### src/rtl/score_display_pkg.sv
// score_display_pkg: shared types and segment
// patterns for the two-digit score display.
package score_display_pkg;

  typedef enum logic {
    LIVE  = 1'b0,
    FLASH = 1'b1
  } disp_state_t;

  // Active-high, bit order {g,f,e,d,c,b,a}
  localparam logic [6:0] SEG_0    = 7'h3F;
  localparam logic [6:0] SEG_1    = 7'h06;
  localparam logic [6:0] SEG_2    = 7'h5B;
  localparam logic [6:0] SEG_3    = 7'h4F;
  localparam logic [6:0] SEG_4    = 7'h66;
  localparam logic [6:0] SEG_5    = 7'h6D;
  localparam logic [6:0] SEG_6    = 7'h7D;
  localparam logic [6:0] SEG_7    = 7'h07;
  localparam logic [6:0] SEG_8    = 7'h7F;
  localparam logic [6:0] SEG_9    = 7'h6F;
  localparam logic [6:0] SEG_DASH = 7'h40;
  localparam logic [6:0] SEG_OFF  = 7'h00;

endpackage

### src/rtl/score_display_bcd_to_seg.sv
// bcd_to_seg: combinational BCD to seven-segment
// decoder; non-decimal codes show a dash.
module bcd_to_seg
  import score_display_pkg::*;
(
  input  logic [3:0] bcd_i,
  output logic [6:0] seg_o
);

  // Digit lookup, 10..15 fall through to a dash
  always_comb begin
    seg_o = SEG_DASH;
    case (bcd_i)
      4'd0:    seg_o = SEG_0;
      4'd1:    seg_o = SEG_1;
      4'd2:    seg_o = SEG_2;
      4'd3:    seg_o = SEG_3;
      4'd4:    seg_o = SEG_4;
      4'd5:    seg_o = SEG_5;
      4'd6:    seg_o = SEG_6;
      4'd7:    seg_o = SEG_7;
      4'd8:    seg_o = SEG_8;
      4'd9:    seg_o = SEG_9;
      default: seg_o = SEG_DASH;
    endcase
  end

endmodule

### src/rtl/score_display.sv
// score_display: multiplexed two-digit display
// with end-of-game flash of the final score.
module score_display
  import score_display_pkg::*;
#(
  parameter int REFRESH_DIV = 10000,
  parameter int FLASH_HALF  = 2500000,
  parameter int FLASH_COUNT = 6
) (
  input  logic       clk,
  input  logic       rst,
  input  logic [3:0] bcd_ones,
  input  logic [3:0] bcd_tens,
  input  logic       isGameComplete,
  output logic [6:0] seg,
  output logic [1:0] digit_en,
  output logic       flashing
);

  localparam int RW =
    (REFRESH_DIV > 1) ? $clog2(REFRESH_DIV) : 1;
  localparam int HW =
    (FLASH_HALF > 1) ? $clog2(FLASH_HALF) : 1;
  localparam int PW =
    (FLASH_COUNT > 1) ? $clog2(FLASH_COUNT) : 1;

  disp_state_t   state_q;
  logic [7:0]    sh_q;
  logic          gc_q;
  logic [HW-1:0] half_q;
  logic [PW-1:0] phase_q;
  logic [RW-1:0] ref_q;
  logic          sel_q;

  logic       rise;
  logic [3:0] dig;
  logic [6:0] dec_seg;
  logic [6:0] seg_d;
  logic [1:0] en_d;
  logic       blank;

  assign rise = isGameComplete & ~gc_q;

  // Pick the digit the multiplexer is showing
  always_comb begin
    dig = sel_q ? sh_q[7:4] : sh_q[3:0];
  end

  bcd_to_seg u_dec (
    .bcd_i (dig),
    .seg_o (dec_seg)
  );

  // Blank a leading-zero tens digit or a flash off phase
  always_comb begin
    blank = (sel_q && (sh_q[7:4] == 4'd0))
         || ((state_q == FLASH) && phase_q[0]);
    seg_d = dec_seg;
    en_d  = sel_q ? 2'b10 : 2'b01;
    if (blank) begin
      seg_d = SEG_OFF;
      en_d  = 2'b00;
    end
  end

  // Free-running digit multiplex timer
  always_ff @(posedge clk) begin
    if (rst) begin
      ref_q <= '0;
      sel_q <= 1'b0;
    end else if (ref_q == RW'(REFRESH_DIV - 1)) begin
      ref_q <= '0;
      sel_q <= ~sel_q;
    end else begin
      ref_q <= ref_q + 1'b1;
    end
  end

  // Live/flash control, shadow capture, output registers
  always_ff @(posedge clk) begin
    if (rst) begin
      state_q  <= LIVE;
      sh_q     <= '0;
      gc_q     <= 1'b0;
      half_q   <= '0;
      phase_q  <= '0;
      seg      <= SEG_OFF;
      digit_en <= 2'b00;
      flashing <= 1'b0;
    end else begin
      gc_q     <= isGameComplete;
      seg      <= seg_d;
      digit_en <= en_d;
      flashing <= (state_q == FLASH);
      unique case (state_q)
        LIVE: begin
          if (rise) begin
            state_q <= FLASH;
            half_q  <= '0;
            phase_q <= '0;
          end else begin
            sh_q <= {bcd_tens, bcd_ones};
          end
        end
        FLASH: begin
          if (!isGameComplete) begin
            state_q <= LIVE;
          end else if (half_q == HW'(FLASH_HALF - 1)) begin
            half_q <= '0;
            if (phase_q == PW'(FLASH_COUNT - 1)) begin
              phase_q <= '0;
              state_q <= LIVE;
            end else begin
              phase_q <= phase_q + 1'b1;
            end
          end else begin
            half_q <= half_q + 1'b1;
          end
        end
        default: state_q <= LIVE;
      endcase
    end
  end

endmodule

### config.mk
export PLATFORM = sky130hd
export DESIGN_NAME = score_display
export DESIGN_NICKNAME = d
export VERILOG_FILES = /design/src/rtl/score_display_pkg.sv /design/src/rtl/score_display_bcd_to_seg.sv /design/src/rtl/score_display.sv
export SDC_FILE = /design/constraint.sdc
export NUM_CORES = 1
export LEC_CHECK = 0
export CAP_MARGIN = 20
export CORE_MARGIN = 3
export CORE_UTILIZATION = 30
export DETAILED_ROUTE_END_ITERATION = 10
export PLACE_DENSITY = 0.49
export SLEW_MARGIN = 0
export SYNTH_ARGS = -nofsm -noshare
export SYNTH_HDL_FRONTEND = slang
export SYNTH_SLANG_ARGS = --single-unit
### constraint.sdc
create_clock -name clk -period 2.2 [get_ports clk]
set_clock_uncertainty 0.15 [all_clocks]
set_input_delay 0.33 -clock clk [delete_from_list [all_inputs] [get_ports clk]]
set_output_delay 0.33 -clock clk [all_outputs]
set_load 0.03 [all_outputs]
==> results.py <==
metrics = {
    "run_status": {
        "status": "finished clean",
    },
    "setup_path": {
        "cpMostUsedCell": "o21ai_0",
        "rrSetupSlack_ps": 100,
        "cp_slowest_cell": "nor4b_4",
        "crit_chain": "ha_1 -> nand4_1 -> nor4b_4 -> a21oi_2 -> buf_4 -> o21ai_0 -> o21ai_0",
        "startpoint": "half_q[0]$_SDFFE_PP0P_",
        "end_kind": "flop",
        "cp-endpoint": "phase_q[1]$_SDFFE_PP0P_",
        "worst-path-max-fanout": 6,
        "cp_data_required_time_ps": 2260,
        "worstSetupPathType": "flop to flop",
        "r2r-end": "phase_q[1]$_SDFFE_PP0P_",
        "crit_path_start_kind": "flop",
        "rr_worst_depth": 7,
        "r2r_start": "half_q[0]$_SDFFE_PP0P_",
        "arrival_ps": 2160,
        "slowest_delay_ps": 460,
    },
    "die": {
        "coreArea_um2": 8890,
        "ios": 21,
        "initial_core_util": 0.313,
        "die_area_um2": 10500,
        "rows": 34,
        "die_w_um": 102,
        "die_y_um": 102,
    },
    "sta": {
        "holdWs_ps": 305,
        "slew_violations": 0,
        "setup_tns_ps": 0,
        "setup_violations": 0,
        "clock.fmax_ghz": 0.477,
        "tightest_slew_ps": 619,
        "finalCriticalPeriod_ps": 2100,
        "hold_viol": 0,
        "grt_setup_unrepaired": "no",
        "fin_crit_sh": 0.953,
        "maxSlewHeadroom": 0.587,
    },
    "detailed_routing": {
        "drc": 0,
        "avgRoutedWirePerCell_um": 12.7,
        "routed_wl_um": 6050,
        "dr_wl_met2_um": 2770,
        "num_vias": 2267,
        "dr.pass1.iters": 4,
        "detail-route-antenna-nets": 0,
        "wl_met3_um": 181,
        "m1WireLength_um": 3070,
        "drtIter0Drc": 102,
        "dr.max_layer_used": "met4",
        "via_per_inst": 4.77,
    },
    "cells_and_area": {
        "fin_nets": 382,
        "syn2layout_area_growth_pct": 25.1,
        "fillers": 889,
        "drive_gt1_frac": 0.139,
        "register_area_um2": 1200,
        "multi_input_comb_area_um2": 1500,
        "n_antenna_cell": 0,
    },
    "yosys": {
        "ys_ff_latch": 60,
        "yosysSeqAreaShare": 0.431,
        "synthDistinctLibCells": 48,
        "synth.cell_area_um2": 2790,
        "synth.avg_cell_area_um2": 8.79,
        "syn_nets": 336,
        "syn_inst": 317,
        "ys_warn_count": 0,
    },
    "grt": {
        "grt_use_total": 0.128,
        "grt_pass1_wl_um": 10500,
        "grt_max_degree": 17,
        "grt_pass1_vias": 2206,
        "grt_overflow": 0,
        "grt_antenna_before_repair": 0,
    },
    "clock_tree": {
        "cts-root-buf": "clkbuf_8",
        "clockBufferDepth": 2,
        "clk_pin_slew_ps": 70,
        "clk_latency_ps": 340,
        "clock-sinks": 60,
        "htreeDepth": 3,
        "cts_tree": "done",
        "postCtsHoldBufs": 0,
        "cts_made_buffers": 9,
    },
    "power_and_ir_drop": {
        "irDropWorstVdd_uv": 279,
        "power_mw": 2.50,
        "leakage_nw": 1.29,
        "power_density_nw_per_um2": 717,
    },
    "place": {
        "numPortBuffers": 20,
        "routabilityCongestion": 0.800,
        "dp.final_hpwl_um": 4450,
    },
    "hold_path": {
        "hold_path_class": "flop to flop",
    },
    "flow_run": {
        "maxCapViolCount": 0,
    },
}
==> worst min-delay path by stage <==
stage / from / endpoint / cells after the start
floorplan: ref_q[0]$_SDFF_PP0_ / ref_q[0]$_SDFF_PP0_ / 1
global placement: ref_q[0]$_SDFF_PP0_ / ref_q[0]$_SDFF_PP0_ / 1
detailed placement: ref_q[0]$_SDFF_PP0_ / ref_q[0]$_SDFF_PP0_ / 1
CTS: ref_q[0]$_SDFF_PP0_ / ref_q[0]$_SDFF_PP0_ / 1
global route: ref_q[0]$_SDFF_PP0_ / ref_q[0]$_SDFF_PP0_ / 1
finish: ref_q[0]$_SDFF_PP0_ / ref_q[0]$_SDFF_PP0_ / 1
==> synth_stat cells, drive strengths merged <==
cell type  count  area share
and4           2      0.0067
nor2          54       0.075
xor2           9       0.028
nand2         25       0.034
nor3b          3      0.0081
or4b           1      0.0049
mux2i         12       0.043
clkbuf         6      0.0085
nor2b          3      0.0067
and2           2      0.0045
nand2b         3      0.0067
o21a           1      0.0027
ha             8       0.036
buf            4       0.013
xnor2         17       0.053
a22oi          3      0.0081
nor3          10       0.018
a21oi         16       0.030
nor4b          2       0.012
inv            8       0.011
or4            3      0.0081
o31a           1      0.0031
or3            2      0.0045
nand4b         2      0.0063
a21bo          1      0.0036
dfxtp         60        0.43
nor4           6       0.019
or2            1      0.0022
a21boi         1      0.0027
nand4          9       0.020
nand3         13       0.023
mux2           2      0.0081
and3           6       0.013
o211ai         1      0.0027
o21ai         13       0.023
a21o           1      0.0027
o31ai          3      0.0081
a31oi          2      0.0045
or2b           1      0.0031
==> kinds of logic after synthesis <==
kind of cell               share of synthesized area
adders and majority gates                     0.0359
muxes                                         0.0512
xor gates and xnor gates                      0.0817
and+or+nand+nor                                0.277
DFF                                            0.431
buffers and inverters                         0.0319
AOI/OAI and AO/OA                             0.0916
==> worst max-delay path: cells and delay by family, from the launching register on <==
| family | cells | cell delay [ps] |
|---|---|---|
| simple gates | 2 | 650 |
| compound gates | 3 | 410 |
| flops | 1 | 390 |
| fa+ha+maj | 1 | 200 |
| buf+inv | 1 | 180 |
==> through the flow <==
step	util	area (um^2)	cells	setup WS, ps
finish	0.392	3490	475	104
global route	0.392	3490	475	10.7
CTS	0.392	3490	475	68.4
detailed placement	0.367	3260	460	75.8
global placement	0.367	3260	460	111
floorplan	-	2790	317	187
==> repair_timing <==
action                                  CTS  global route
endpoints found under the setup margin    0             1
endpoints found under the hold margin     0             0
resized for setup                         0             1
buffers inserted                          0             0
==> sequential cells by signal (all words and copies together) (netlist names) <==
register  count
flashing      1
sel_q         1
seg           7
state_q       1
digit_en      2
gc_q          1
ref_q        14
half_q       22
phase_q       3
sh_q          8
==> cells in the final DEF, fill, tap and decap left out, types with 5 or more instances in the layout <==
cell type	count
a21oi_1	15
clkbuf_8	11
xnor2_1	17
mux2i_1	12
ha_1	8
nor4_1	5
buf_4	24
nor2_1	53
nor3_1	10
nand4_1	9
o21ai_0	12
and3_1	6
inv_1	8
xor2_1	9
nand3_1	13
dfxtp_1	60
clkdlybuf4s50_1	20
nand2_1	25
==> layer usage <==
layer,GRT usage,up-vias
li1,-,1189
met1,0.166,1055
met2,0.195,21
met3,0.0423,2
met4,0.0545,0
met5,0,-
==> area by class of cell <==
cell class,count,share of cell area
multi-input combinational,239,0.429
sequential,60,0.344
timing repair buffer,45,0.115
clock buffer,11,0.0434
tap,108,0.0388
clock inverter,4,0.0208
inverter,8,0.00861
==> power breakdown <==
group	total (mW)	internal, mW	switching, mW
combinational	0.242	0.111	0.130
clock	1.12	0.692	0.430
sequential	1.14	1.12	0.0167
No activity file was read; power rests on OpenSTA's default activity.
